**src/rtl/klp32_pkg.sv**
```systemverilog
// Shared types for the klp32 iterative multiply/divide unit.
// Operation codes follow the RV32M funct3 field.
package klp32_pkg;

  typedef enum logic [2:0] {
    OP_MUL    = 3'b000,
    OP_MULH   = 3'b001,
    OP_MULHSU = 3'b010,
    OP_MULHU  = 3'b011,
    OP_DIV    = 3'b100,
    OP_DIVU   = 3'b101,
    OP_REM    = 3'b110,
    OP_REMU   = 3'b111
  } muldiv_op_e;

  typedef enum logic [1:0] {
    ST_IDLE = 2'd0,
    ST_BUSY = 2'd1,
    ST_DONE = 2'd2
  } muldiv_state_e;

  function automatic logic op_is_div(input muldiv_op_e op);
    return op[2];
  endfunction

endpackage

```
**src/rtl/klp32_muldiv.sv**
```systemverilog
// Iterative RV32M multiply/divide: shift-add multiply and restoring divide on magnitudes,
// sharing one counter, accumulator and operand register; divide-by-zero/overflow take a 1-cycle path.
//
// state | meaning
// IDLE  | o_ready high, waiting for a request
// BUSY  | one multiply/divide step per cycle for XLEN cycles
// DONE  | o_valid high, result held until i_ready
module klp32_muldiv
  import klp32_pkg::*;
#(
  parameter int XLEN = 32
) (
  input  logic            clk,
  input  logic            reset,
  input  logic            i_valid,
  output logic            o_ready,
  input  logic [2:0]      i_op,
  input  logic [XLEN-1:0] i_rs1,
  input  logic [XLEN-1:0] i_rs2,
  output logic            o_valid,
  input  logic            i_ready,
  output logic [XLEN-1:0] o_result,
  output logic            o_busy
);

  localparam int CW = $clog2(XLEN + 1);
  localparam logic [CW-1:0]   CNT_LOAD = CW'(XLEN);
  localparam logic [XLEN-1:0] ALL_ONES = '1;
  localparam logic [XLEN-1:0] MOST_NEG = {1'b1, {(XLEN-1){1'b0}}};

  muldiv_state_e     r_state;
  logic [CW-1:0]     r_cnt;
  muldiv_op_e        r_op;
  logic              r_neg;
  logic [XLEN-1:0]   r_b;
  logic [2*XLEN-1:0] r_acc;
  logic [XLEN-1:0]   r_result;

  muldiv_op_e      w_op;
  logic            w_is_div;
  logic            w_is_rem;
  logic            w_a_signed;
  logic            w_b_signed;
  logic            w_a_neg;
  logic            w_b_neg;
  logic [XLEN-1:0] w_a_mag;
  logic [XLEN-1:0] w_b_mag;
  logic            w_neg;
  logic            w_div0;
  logic            w_ovf;
  logic [XLEN-1:0] w_fast_res;
  logic            w_accept;

  assign w_op     = muldiv_op_e'(i_op);
  assign w_is_div = op_is_div(w_op);
  assign w_is_rem = i_op[1];

  always_comb begin
    w_a_signed = 1'b0;
    w_b_signed = 1'b0;
    case (w_op)
      OP_MULH, OP_DIV, OP_REM: begin
        w_a_signed = 1'b1;
        w_b_signed = 1'b1;
      end
      OP_MULHSU: w_a_signed = 1'b1;
      default: ;
    endcase
  end

  assign w_a_neg  = w_a_signed & i_rs1[XLEN-1];
  assign w_b_neg  = w_b_signed & i_rs2[XLEN-1];
  assign w_a_mag  = w_a_neg ? (~i_rs1 + 1'b1) : i_rs1;
  assign w_b_mag  = w_b_neg ? (~i_rs2 + 1'b1) : i_rs2;
  // Remainder follows the dividend sign; quotient and product follow the sign xor.
  assign w_neg    = (w_is_div && w_is_rem) ? w_a_neg : (w_a_neg ^ w_b_neg);
  assign w_div0   = w_is_div && (i_rs2 == '0);
  assign w_ovf    = w_is_div && !i_op[0] && (i_rs1 == MOST_NEG) && (i_rs2 == ALL_ONES);
  assign w_fast_res = w_div0 ? (w_is_rem ? i_rs1 : ALL_ONES)
                             : (w_is_rem ? '0 : i_rs1);
  assign w_accept = i_valid && (r_state == ST_IDLE);

  logic [XLEN-1:0]   w_hi;
  logic [XLEN-1:0]   w_lo;
  logic [XLEN:0]     w_sum;
  logic [XLEN:0]     w_rsh;
  logic              w_ge;
  logic [XLEN-1:0]   w_diff;
  logic [2*XLEN-1:0] w_acc_next;
  logic [2*XLEN-1:0] w_prod;
  logic [XLEN-1:0]   w_q;
  logic [XLEN-1:0]   w_r;
  logic [XLEN-1:0]   w_final;

  assign w_hi   = r_acc[2*XLEN-1:XLEN];
  assign w_lo   = r_acc[XLEN-1:0];
  assign w_sum  = {1'b0, w_hi} + (w_lo[0] ? {1'b0, r_b} : {(XLEN+1){1'b0}});
  assign w_rsh  = {w_hi, w_lo[XLEN-1]};
  assign w_ge   = (w_rsh >= {1'b0, r_b});
  // When the trial subtract succeeds the true difference is below r_b, so XLEN bits suffice.
  assign w_diff = w_rsh[XLEN-1:0] - r_b;

  assign w_acc_next = op_is_div(r_op)
      ? {(w_ge ? w_diff : w_rsh[XLEN-1:0]), w_lo[XLEN-2:0], w_ge}
      : {w_sum, w_lo[XLEN-1:1]};

  assign w_prod = r_neg ? (~w_acc_next + 1'b1) : w_acc_next;
  assign w_q    = w_acc_next[XLEN-1:0];
  assign w_r    = w_acc_next[2*XLEN-1:XLEN];

  always_comb begin
    w_final = '0;
    case (r_op)
      OP_MUL:                       w_final = w_prod[XLEN-1:0];
      OP_MULH, OP_MULHSU, OP_MULHU: w_final = w_prod[2*XLEN-1:XLEN];
      OP_DIV, OP_DIVU:              w_final = r_neg ? (~w_q + 1'b1) : w_q;
      OP_REM, OP_REMU:              w_final = r_neg ? (~w_r + 1'b1) : w_r;
      default:                      w_final = '0;
    endcase
  end

  always_ff @(posedge clk or posedge reset) begin
    if (reset) begin
      r_state  <= ST_IDLE;
      r_cnt    <= '0;
      r_op     <= OP_MUL;
      r_neg    <= 1'b0;
      r_b      <= '0;
      r_acc    <= '0;
      r_result <= '0;
    end else begin
      case (r_state)
        ST_IDLE: begin
          if (w_accept) begin
            r_op  <= w_op;
            r_neg <= w_neg;
            // Divide: dividend shifts out of the low half; multiply: multiplier does.
            r_b   <= w_is_div ? w_b_mag : w_a_mag;
            r_acc <= {{XLEN{1'b0}}, (w_is_div ? w_a_mag : w_b_mag)};
            if (w_div0 || w_ovf) begin
              r_result <= w_fast_res;
              r_state  <= ST_DONE;
            end else begin
              r_cnt   <= CNT_LOAD;
              r_state <= ST_BUSY;
            end
          end
        end
        ST_BUSY: begin
          r_acc <= w_acc_next;
          r_cnt <= r_cnt - 1'b1;
          if (r_cnt == CW'(1)) begin
            r_result <= w_final;
            r_state  <= ST_DONE;
          end
        end
        ST_DONE: begin
          if (i_ready) r_state <= ST_IDLE;
        end
        default: r_state <= ST_IDLE;
      endcase
    end
  end

  assign o_ready  = (r_state == ST_IDLE);
  assign o_valid  = (r_state == ST_DONE);
  assign o_busy   = (r_state == ST_BUSY);
  assign o_result = r_result;

endmodule

```
**config.mk**
```make
export PLATFORM = sky130hd
export DESIGN_NAME = klp32_muldiv
export DESIGN_NICKNAME = d
export VERILOG_FILES = /design/src/rtl/klp32_pkg.sv /design/src/rtl/klp32_muldiv.sv
export SDC_FILE = /design/constraint.sdc
export NUM_CORES = 1
export LEC_CHECK = 0
export ABC_CLOCK_PERIOD_IN_PS = 6900
export CORE_AREA = 2 2 125 219
export CTS_CLUSTER_DIAMETER = 120
export CTS_CLUSTER_SIZE = 10
export DETAILED_ROUTE_END_ITERATION = 6
export DIE_AREA = 0 0 127 221
export GPL_TIMING_DRIVEN = 1
export MAX_ROUTING_LAYER = met4
export PLACE_DENSITY = 0.83
export SYNTH_ARGS = -nofsm -noshare
export SYNTH_HDL_FRONTEND = slang
export SYNTH_SLANG_ARGS = --single-unit
```
**constraint.sdc**
```tcl
create_clock -name clk -period 6.9 [get_ports clk]
set_clock_uncertainty 0.15 [all_clocks]
set_input_delay 0.69 -clock clk [delete_from_list [all_inputs] [get_ports clk]]
set_output_delay 0.69 -clock clk [all_outputs]
set_load 0.01 [all_outputs]
```
# --- After elaboration in Yosys (flattened, before gate mapping) ---
# Index checks and enable logic that the tools add are counted.
totals:
  register_bits: 140
  input_bits: 71
  out_inout_bits: 35
  word_cells: 98
classes:
  n_addsub: 8
  magnitude_cmp: 1
  eq_ne: 21
  n_mux: 31
  bitwise_logic: 8
  reduce_logical: 22
ops:
  columns: ["cell", "n"]
  rows:
  - ["32-bit two-way mux", 14]
  - ["64-bit two-way mux", 3]
  - ["32-bit by 1-bit adder with 32-bit output, second input constant", 4]
  - ["32-bit inverter", 4]
  - ["32-bit one-hot mux with 4 select lines", 1]
  - ["64-bit one-hot mux with 2 select lines", 1]
  - ["64-bit by 1-bit adder with 64-bit output, second input constant", 1]
  - ["32-bit == test, second input constant", 2]
  - ["64-bit inverter", 1]
  - ["32-bit one-hot mux with 2 select lines", 1]
  - ["32-bit by 32-bit adder with 33-bit output", 1]
  - ["33-bit by 32-bit greater-or-equal comparator with 1-bit output", 1]
  - ["32-bit zero test", 1]
  - ["32-bit subtractor", 1]
  - ["3-bit == test, second input constant", 6]
  - ["6-bit two-way mux", 2]
  - ["6-bit one-hot mux with 2 select lines", 1]
  - ["3-bit by 2-bit == test with 1-bit output, second input constant", 3]
  - ["2-bit two-way mux", 4]
  - ["2-bit by 1-bit inequality test with 1-bit output, second input constant", 4]
  - ["3-bit by 1-bit == test with 1-bit output, second input constant", 2]
  - ["6-bit by 1-bit == test with 1-bit output, second input constant", 1]
  - ["1-bit logical AND", 6]
  - ["2-bit one-hot mux with 3 select lines", 1]
  - ["18 further kinds", 25]

# --- Longest topological paths before layout ---
# Gate-level depths: netlist (run 1).
logic_depth:
  ltp_word: 9
  mapped_depth: 22
  ltp_nobuf: 19

# --- Worst setup path after synthesis (run 1) ---
# OpenSTA, ideal clock, no wires.
synth_path:
  path_type: "register to register"
  startpoint: "register r_op[2]"
  endpoint: "register r_result[30] (netlist: o_result[30])"
  setup_ns: 0.134
  arrival_time_ns: 4.475
  required_ns: 6.616
  path_slack_ns: 2.140
  path_stages_with_launch: 19
  n_path_buf: 7
  synth_period_minus_slack_ns: 4.760
  cell_sequence: "dfrtp_1 -> buf_2 -> buf_2 -> buf_1 -> buf_2 -> buf_2 -> buf_1 -> buf_1 -> mux2i_1 -> ha_1 -> o211ai_1 -> nor3_1 -> o21ai_1 -> or3_1 -> o21ai_0 -> xnor2_1 -> o221ai_1 -> a2111oi_0 -> a21oi_1"
synth_between:
  elab_chain_cells: 7
synth_rtl:
  columns: ["element", "line", "text"]
  rows:
  - ["from (decl)", "klp32_muldiv.sv:33", "muldiv_op_e r_op;"]
  - ["from (signal assigned)", "klp32_muldiv.sv:135", "r_op <= w_op;"]
  - ["64-bit two-way mux", "klp32_muldiv.sv:104", "? {(w_ge ? w_diff : w_rsh[XLEN-1:0]), w_lo[XLEN-2:0], w_ge}"]
  - ["64-bit inverter (tied with other cells)", "klp32_muldiv.sv:107", "assign w_prod = r_neg ? (~w_acc_next + 1'b1) : w_acc_next;"]
  - ["64-bit by 1-bit adder with 64-bit output (tied with other cells)", "klp32_muldiv.sv:107", null]
  - ["64-bit two-way mux (tied with other cells)", "klp32_muldiv.sv:107", null]
  - ["32-bit one-hot mux with 4 select lines (*)", "klp32_muldiv.sv:113", "case (r_op)"]
  - ["32-bit two-way mux (*)", "klp32_muldiv.sv:152", "if (r_cnt == CW'(1)) begin"]
  - ["32-bit one-hot mux with 2 select lines (*)", "klp32_muldiv.sv:132", "case (r_state)"]
  - ["to (signal assigned)", "klp32_muldiv.sv:141", "r_result <= w_fast_res;"]
  - ["to (signal assigned)", "klp32_muldiv.sv:153", "r_result <= w_final;"]
  - ["to (decl)", "klp32_muldiv.sv:37", "logic [XLEN-1:0] r_result;"]
# Mark *: on every way between the ends. The rest lies on a longest branch, timed or not. The select of a mux whose other input is x is not followed.
# A chain may end at the register's enable or synchronous reset.

# --- Worst setup path after layout (run 1) ---
layout_path:
  startpoint: "register r_acc[0]"
  endpoint: "register r_result[31] (netlist: o_result[31])"
layout_between:
  elab_chain_cells: 9
layout_rtl:
  columns: ["element", "line", "text"]
  rows:
  - ["from (decl)", "klp32_muldiv.sv:36", "logic [2*XLEN-1:0] r_acc;"]
  - ["from (signal assigned)", "klp32_muldiv.sv:139", "r_acc <= {{XLEN{1'b0}}, (w_is_div ? w_a_mag : w_b_mag)};"]
  - ["from (signal assigned)", "klp32_muldiv.sv:150", "r_acc <= w_acc_next;"]
  - ["32-bit two-way mux", "klp32_muldiv.sv:97", "assign w_sum = {1'b0, w_hi} + (w_lo[0] ? {1'b0, r_b} : {(XLEN+1){1'b0}});"]
  - ["32-bit by 32-bit adder with 33-bit output", "klp32_muldiv.sv:97", null]
  - ["64-bit two-way mux (*)", "klp32_muldiv.sv:104", null]
  - ["64-bit inverter (tied with other cells)", "klp32_muldiv.sv:107", null]
  - ["64-bit by 1-bit adder with 64-bit output (tied with other cells)", "klp32_muldiv.sv:107", null]
  - ["64-bit two-way mux (tied with other cells)", "klp32_muldiv.sv:107", null]
  - ["32-bit one-hot mux with 4 select lines (*)", "klp32_muldiv.sv:113", null]
  - ["32-bit two-way mux (*)", "klp32_muldiv.sv:152", null]
  - ["32-bit one-hot mux with 2 select lines (*)", "klp32_muldiv.sv:132", null]
# Marked as above.

==> results of run 1 <==
==> state kept, by name, summed over array words and instances (netlist names) <==
signal / cells
r_acc: 64
o_result: 32
r_b: 32
r_cnt: 6
r_op: 3
r_state: 2
r_neg: 1
==> per-stage QoR <==
step / instance area, sq um / std cells / worst slack (ps)
after floorplan: 16100 / 2162 / 2140
after global placement: 17400 / 2503 / 963
after detailed placement: 17400 / 2503 / 964
after CTS: 18000 / 2534 / 910
after global routing: 18000 / 2538 / 475
final: 18000 / 2538 / 665
==> routing by layer <==
metal	part of all wire, %	GRT usage (%)
met1	30	49.6
met2	46	84.5
met3	10	17.7
met4	14	57.1
met5	0	-
==> logic make-up after synthesis <==
| logic type | after synthesis |
|---|---|
| xor+xnor | 143 |
| flops | 140 |
| compound gates | 725 |
| fa+ha+maj | 92 |
| simple gates | 773 |
| mux | 66 |
| buf+inv | 223 |
==> cell type report <==
class                      count  area, sq um  area share [%]
multi-input combinational   1799        11700            65.2
sequential                   140         3510            19.5
timing repair buffer         157         1440            8.00
clock buffer                  21          440            2.45
tap                          324          405            2.25
inverter                      83          317            1.76
clock inverter                10          143           0.793
antenna                        4         10.0          0.0557
==> worst paths after layout <==
kind | endpoint | depth (start not counted)
setup / recovery | o_result[31] | 19
hold / removal | o_result[4] | 1
setup reg to reg | o_result[31] | 19
hold reg to reg | o_result[4] | 1
max in group asynchronous | r_acc[49] | 3
min in group asynchronous | o_result[4] | 2
==> placed cells by master (no fill, tap or decap), drive strengths merged, types with 13 or more instances in the layout <==
master and count:
xor2 64, and3 21, o22ai 14, or3 16, nor4 28, a31oi 39, nand2b 23, o31ai 17
mux2 13, maj3 19, nor2 204, dfrtp 140, o41ai 14, o21ai 184, clkdlybuf4s50 104, xnor2 79
o211ai 13, and2 47, mux2i 53, buf 53, nand2 239, clkbuf 21, nor2b 24, nand4 35
or2 13, ha 71, a211oi 43, nor3 58, a21o 42, nand3 34, a22o 23, a21oi 184
o221ai 41, inv 84
==> results.tsv, run 1 <==
stage	metric	value	unit
timing	Final min period	6230	ps
worst_setup_path	required time worst endpoint	7130	ps
worst_setup_path	Critical Path, Cell by Cell	and2_1 -> ha_1 -> inv_1 -> fa_1 -> nor2b_1 -> o2111ai_1 -> a211oi_1 -> nor3b_1 -> buf_4 -> o21ai_0 -> mux2_2 -> a221oi_1 -> buf_4 -> nor4b_2 -> nand2_2 -> or4_1 -> a2111oi_2 -> o21ai_1 -> a211oi_1	
timing	Final Hold Fails	0	
synth	Mapped Nets	2306	
worst_setup_path	startpoint type of the worst setup path	flip-flop	
cts	# Post-CTS Setup Buffers	0	
cts	cell chosen for the clock root	sky130_fd_sc_hd__clkbuf_16	
cts	hold buffers post-CTS	0	
grt	number of antenna violations at the first check in global routing	4	
final_layout	count of nets after finishing	2342	
synth	dominant combinational cell family by area after synthesis	compound AO/OA/AOI/OAI gates	
worst_setup_path	Largest delay share family, worst path	compound AO/OA/AOI/OAI gates	
floorplan	effective utilization at floorplan	61.3	%
timing	slew at the pin with the worst max-slew slack	1360	ps
worst_setup_path	Max stage delay on crit path	910	ps
final_layout	share of layout cells above drive strength 1	7.29	%
timing	unrepaired setup endpoints after global routing	no	
synth	share of the synthesized area in compound gates (AO/OA/AOI/OAI)	30.0	%
cts	CTS sink cnt	140	
synth	instance count of the mapped netlist	2162	
synth	share of synthesized flip-flops with an asynchronous set or reset	100	%
floorplan	IO Count	106	
status	violations in the final reports	design-rule violations	
cts	maximum buffer depth of the clock tree	2	
cts	clock buffers created by TritonCTS	17	
synth	top cells by area in the synthesized netlist	sky130_fd_sc_hd__dfrtp_1 22%, sky130_fd_sc_hd__a21oi_1 5.5%, sky130_fd_sc_hd__ha_1 5.5%	
timing	final hold slack	339	ps
synth	Syn. warnings	0	
worst_setup_path	worst setup path class	reg2reg	
cts	post-cts gate resize count	0	
status	run status	finished, violations left	
synth	Synth Flop Type	sky130_fd_sc_hd__dfrtp_1	
grt	largest net degree at the start of global routing	125	
cts	CTS tree	done	
route	DRC viols	9	
final_layout	Layout fillers	2250	
floorplan	Core ar.	26300	sq um
synth	cell type with the highest aggregate area in the netlist	sky130_fd_sc_hd__dfrtp_1	
route	wire per inst	29.1	um
timing	Final Cycle Share	90.4	%
cts	Clock Latency Late Sink	480	ps
synth	sequential cell area fraction in the yosys report	21.7	%
route	number of nets with antenna violations after detailed routing	0	
worst_setup_path	maximum fanout along the worst path	19	
route	detail-routed via count per cell	7.45	
placement	final weighted congestion in routability-driven placement	1.14	
cts	H-tree level count	4	
worst_setup_path	sum of buffers and inverters on the critical path	3	
synth	top cell types by occurrence after synthesis	236 x sky130_fd_sc_hd__nand2_1, 203 x sky130_fd_sc_hd__nor2_1, 178 x sky130_fd_sc_hd__a21oi_1	
worst_setup_path	flop-to-flop setup slack	670	ps
worst_setup_path	Critical path origin	r_acc[0]	
synth	fraction of the mapped netlist area in adder cells	6.94	%
synth	share of synthesized area spent on multiplexers	4.20	%
synth	share of synthesized cell area in and, or, nand and nor gates	23.7	%
timing	max-slew violation total from the final report	0	
route	routed wire length	73900	um
grt	first-pass GRT wire length	111000	um
synth	flops & latches, synth	140	
timing	normalized max-slew margin	8.10	%
synth	share of the synthesized area in the top cell type	21.7	%
route	Via Count	18899	
grt	number of global-route vias before repair	18346	
floorplan	die outline area	28100	sq um
placement	placed wire-length estimate after detailed placement	56200	um
final_layout	final cell utilization of the core	68.4	%
floorplan	Die Span X	127	um
worst_setup_path	crit end category	flip-flop	
timing	number of endpoints failing setup at the final stage	0	
floorplan	height of the chip	221	um
timing	Fmax achieved	160	MHz
worst_setup_path	reg-to-reg critical path startpoint	r_acc[0]	
cts	clock slew seen by the registers of the worst setup and hold paths	60	ps
run	maxcap violations	0	
synth	mean post-synth cell area	7.46	sq um
synth	Mapped Area	16100	sq um
synth	number of enable flip-flop cells after synthesis	0	
synth	post-synthesis xor/xnor area fraction	7.77	%
worst_setup_path	data arrival time of the worst path	6470	ps
grt	global-route total usage across every layer	54.3	%
grt	global route total overflow	0	
final_layout	area added between synthesis and finish	11.5	%
worst_setup_path	slowest CP cell	sky130_fd_sc_hd__a211oi_1	
placement	Port-buffer cells	105	
synth	most instantiated library cell after synthesis	sky130_fd_sc_hd__nand2_1	
route	number of optimization iterations in the first detailed-route pass	7	
floorplan	row count	79	
min_path	worst min-delay path category	reg2reg	
synth	count of unique library cells instantiated by Yosys	102	
timing	Total Neg Setup Slack	0	ps
min_path	Min-Delay Startpoint	o_result[4]	
route	drt initial violations	2384	
Power of run 1 is left out: the tool's default activity adds up to more than one toggle a clock period on the data nets, which glitch-free logic cannot reach.
==> run 2: changes to the inputs <==
- CORE_AREA: 2 2 125 219 -> 2 2 139 243
- CTS_BUF_LIST: default -> sky130_fd_sc_hd__clkbuf_8
- DIE_AREA: 0 0 127 221 -> 0 0 141 245
- PLACE_DENSITY: 0.83 -> 0.7
==> run 2 against run 1 <==
Effect of this change:
- the flow finishes with violations (design-rule violations, max-capacitance violations, max-slew violations)
- critical endpoint is now o_result[10]
- fmax fell by 5.5%
- first-iteration DRC count fell by 11%
- die area rose by 23%
- largest cell class unchanged
- via count fell by 3.8%
- clock-buffer cell count fell by 3
- final cell count rose by 3.9%
- worst setup slack got worse by 360 ps
- register-to-register slack got worse by 360 ps
==> results.tsv, run 2 (synthesis results as in run 1) <==
stage	metric	value	unit	change
min_path	worst min-delay path category	reg2reg		
route	drt initial violations	2110		-11%
floorplan	row count	88		+11%
placement	Port-buffer cells	105		unchanged
status	run status	finished, violations left		
route	wire per inst	30.5	um	+4.7%
worst_setup_path	worst setup path class	reg2reg		
grt	first-pass GRT wire length	118000	um	+5.5%
cts	CTS tree	done		
floorplan	Die Span X	141	um	+11%
worst_setup_path	maximum fanout along the worst path	13		-6
worst_setup_path	reg-to-reg critical path startpoint	r_b[30]		
cts	Clock Latency Late Sink	550	ps	+70 ps
cts	# Post-CTS Setup Buffers	0		unchanged
floorplan	Core ar.	32700	sq um	+24%
floorplan	effective utilization at floorplan	49.3	%	-12 points
min_path	Min-Delay Startpoint	o_result[2]		
cts	H-tree level count	4		unchanged
final_layout	area added between synthesis and finish	11.9	%	
timing	Total Neg Setup Slack	0	ps	unchanged
final_layout	leading cell type in the layout, fill and taps excluded	sky130_fd_sc_hd__nand2_1		
timing	number of endpoints failing setup at the final stage	0		unchanged
timing	normalized max-slew margin	-6.05	%	-14 points
cts	CTS sink cnt	140		unchanged
final_layout	count of nets after finishing	2358		+0.68%
timing	max-slew violation total from the final report	4		+4
cts	clock buffers created by TritonCTS	17		unchanged
route	number of nets with antenna violations after detailed routing	0		unchanged
grt	largest net degree at the start of global routing	90		-28%
cts	hold buffers post-CTS	0		unchanged
placement	placed wire-length estimate after detailed placement	62500	um	+11%
timing	Final Hold Fails	0		unchanged
worst_setup_path	required time worst endpoint	7140	ps	about the same
floorplan	IO Count	106		unchanged
final_layout	number of flip-flops under the largest register name	64		unchanged
cts	post-cts gate resize count	0		unchanged
final_layout	highest-count cells in the layout ignoring fill and taps	235 x sky130_fd_sc_hd__nand2_1, 203 x sky130_fd_sc_hd__nor2_1, 178 x sky130_fd_sc_hd__a21oi_1		
final_layout	share of layout cells above drive strength 1	8.22	%	+0.93 points
worst_setup_path	data arrival time of the worst path	6840	ps	+370 ps
floorplan	height of the chip	245	um	+11%
route	DRC viols	2		-7
cts	cell chosen for the clock root	sky130_fd_sc_hd__clkbuf_8		
worst_setup_path	crit end category	flip-flop		
final_layout	Top reg by flops	r_acc		
grt	global route total overflow	0		unchanged
run	maxcap violations	1		+1
floorplan	die outline area	34500	sq um	+23%
timing	Fmax achieved	152	MHz	-5.5%
status	violations in the final reports	design-rule violations, max-capacitance violations, max-slew violations		
route	detail-routed via count per cell	6.89		-7.4%
timing	slew at the pin with the worst max-slew slack	1580	ps	+215 ps
placement	final weighted congestion in routability-driven placement	1.13		-0.83%
route	Via Count	18189		-3.8%
cts	clock slew seen by the registers of the worst setup and hold paths	100	ps	+40 ps
worst_setup_path	Critical path origin	r_b[30]		
route	number of optimization iterations in the first detailed-route pass	7		unchanged
worst_setup_path	startpoint type of the worst setup path	flip-flop		
grt	global-route total usage across every layer	48.2	%	-6.1 points
timing	unrepaired setup endpoints after global routing	no		
grt	number of global-route vias before repair	18049		-1.6%
timing	Final min period	6600	ps	+364 ps
grt	number of antenna violations at the first check in global routing	7		+3
route	routed wire length	80400	um	+8.8%
timing	Final Cycle Share	95.6	%	+5.3 points
cts	maximum buffer depth of the clock tree	2		unchanged
==> run 2: cell count changes in the layout (fill, tap and decap cells not counted), moves of 2 or more <==
cell and change:
sky130_fd_sc_hd__clkbuf_8 +18, sky130_fd_sc_hd__clkbuf_16 -17, sky130_fd_sc_hd__buf_4 +16, sky130_fd_sc_hd__clkbuf_1 -4, sky130_fd_sc_hd__inv_6 +3, sky130_fd_sc_hd__inv_8 +3, sky130_fd_sc_hd__bufinv_16 -2, sky130_fd_sc_hd__clkinv_2 -2
sky130_fd_sc_hd__clkinv_4 +2, sky130_fd_sc_hd__diode_2 +2
==> run 2: worst paths after layout <==
check                                     to  slack, ps  cells past startpoint
min in group asynchronous           r_cnt[1]        520                      2
max in group asynchronous          r_acc[41]       4740                      3
worst min-delay path             o_result[2]        340                      2
worst max register to register  o_result[10]        300                     17
worst min register to register   o_result[2]        340                      2
worst max-delay path            o_result[10]        300                     17
==> run 2: metrics by stage <==
step	cell area, sq um	instances	hold slack [ps]	worst slack, ps	utilization, %
after floorplan	16100	2162	314	2140	-
after global placement	17600	2600	326	904	53.9
after detailed placement	17600	2600	319	933	53.9
after CTS	18000	2632	341	912	55.1
after global routing	18000	2638	379	86.3	55.2
final	18000	2638	336	302	55.2
==> run 2: worst max-delay path, stage by stage (launching register included) <==
cell,delay (ps)
sky130_fd_sc_hd__dfrtp_1,400
sky130_fd_sc_hd__inv_1,60
sky130_fd_sc_hd__ha_1,390
sky130_fd_sc_hd__a21o_1,210
sky130_fd_sc_hd__a211oi_2,540
sky130_fd_sc_hd__and3_1,320
sky130_fd_sc_hd__and2_1,570
sky130_fd_sc_hd__nand3_1,200
sky130_fd_sc_hd__a31o_2,330
sky130_fd_sc_hd__inv_1,300
sky130_fd_sc_hd__ha_1,280
sky130_fd_sc_hd__o221ai_2,170
sky130_fd_sc_hd__nor4_4,550
sky130_fd_sc_hd__o21ai_0,690
sky130_fd_sc_hd__o221ai_1,360
sky130_fd_sc_hd__a21oi_1,70
sky130_fd_sc_hd__a21oi_1,710
sky130_fd_sc_hd__a21oi_1,150
==> run 2: routing by layer <==
metal  GRT usage (%)  up-vias  wire length, um  share of wire (%)
li1                -     8070                -                  -
met1            44.9     8534            25400                 32
met2            79.9     1088            38800                 48
met3            9.93      497             5790                7.2
met4            48.7        0            10500                 13
met5               -        -                0                  0
==> run 2: area by class of cell <==
| class | count | area (sq um) |
|---|---|---|
| inverter | 83 | 317 |
| clock buffer | 18 | 248 |
| fill | 3219 | 14700 |
| timing repair buffer | 173 | 1560 |
| sequential | 140 | 3510 |
| clock inverter | 14 | 150 |
| tap | 405 | 507 |
| multi-input combinational | 1799 | 11700 |
| antenna | 6 | 15.0 |
Power of run 2 is left out for the same reason.
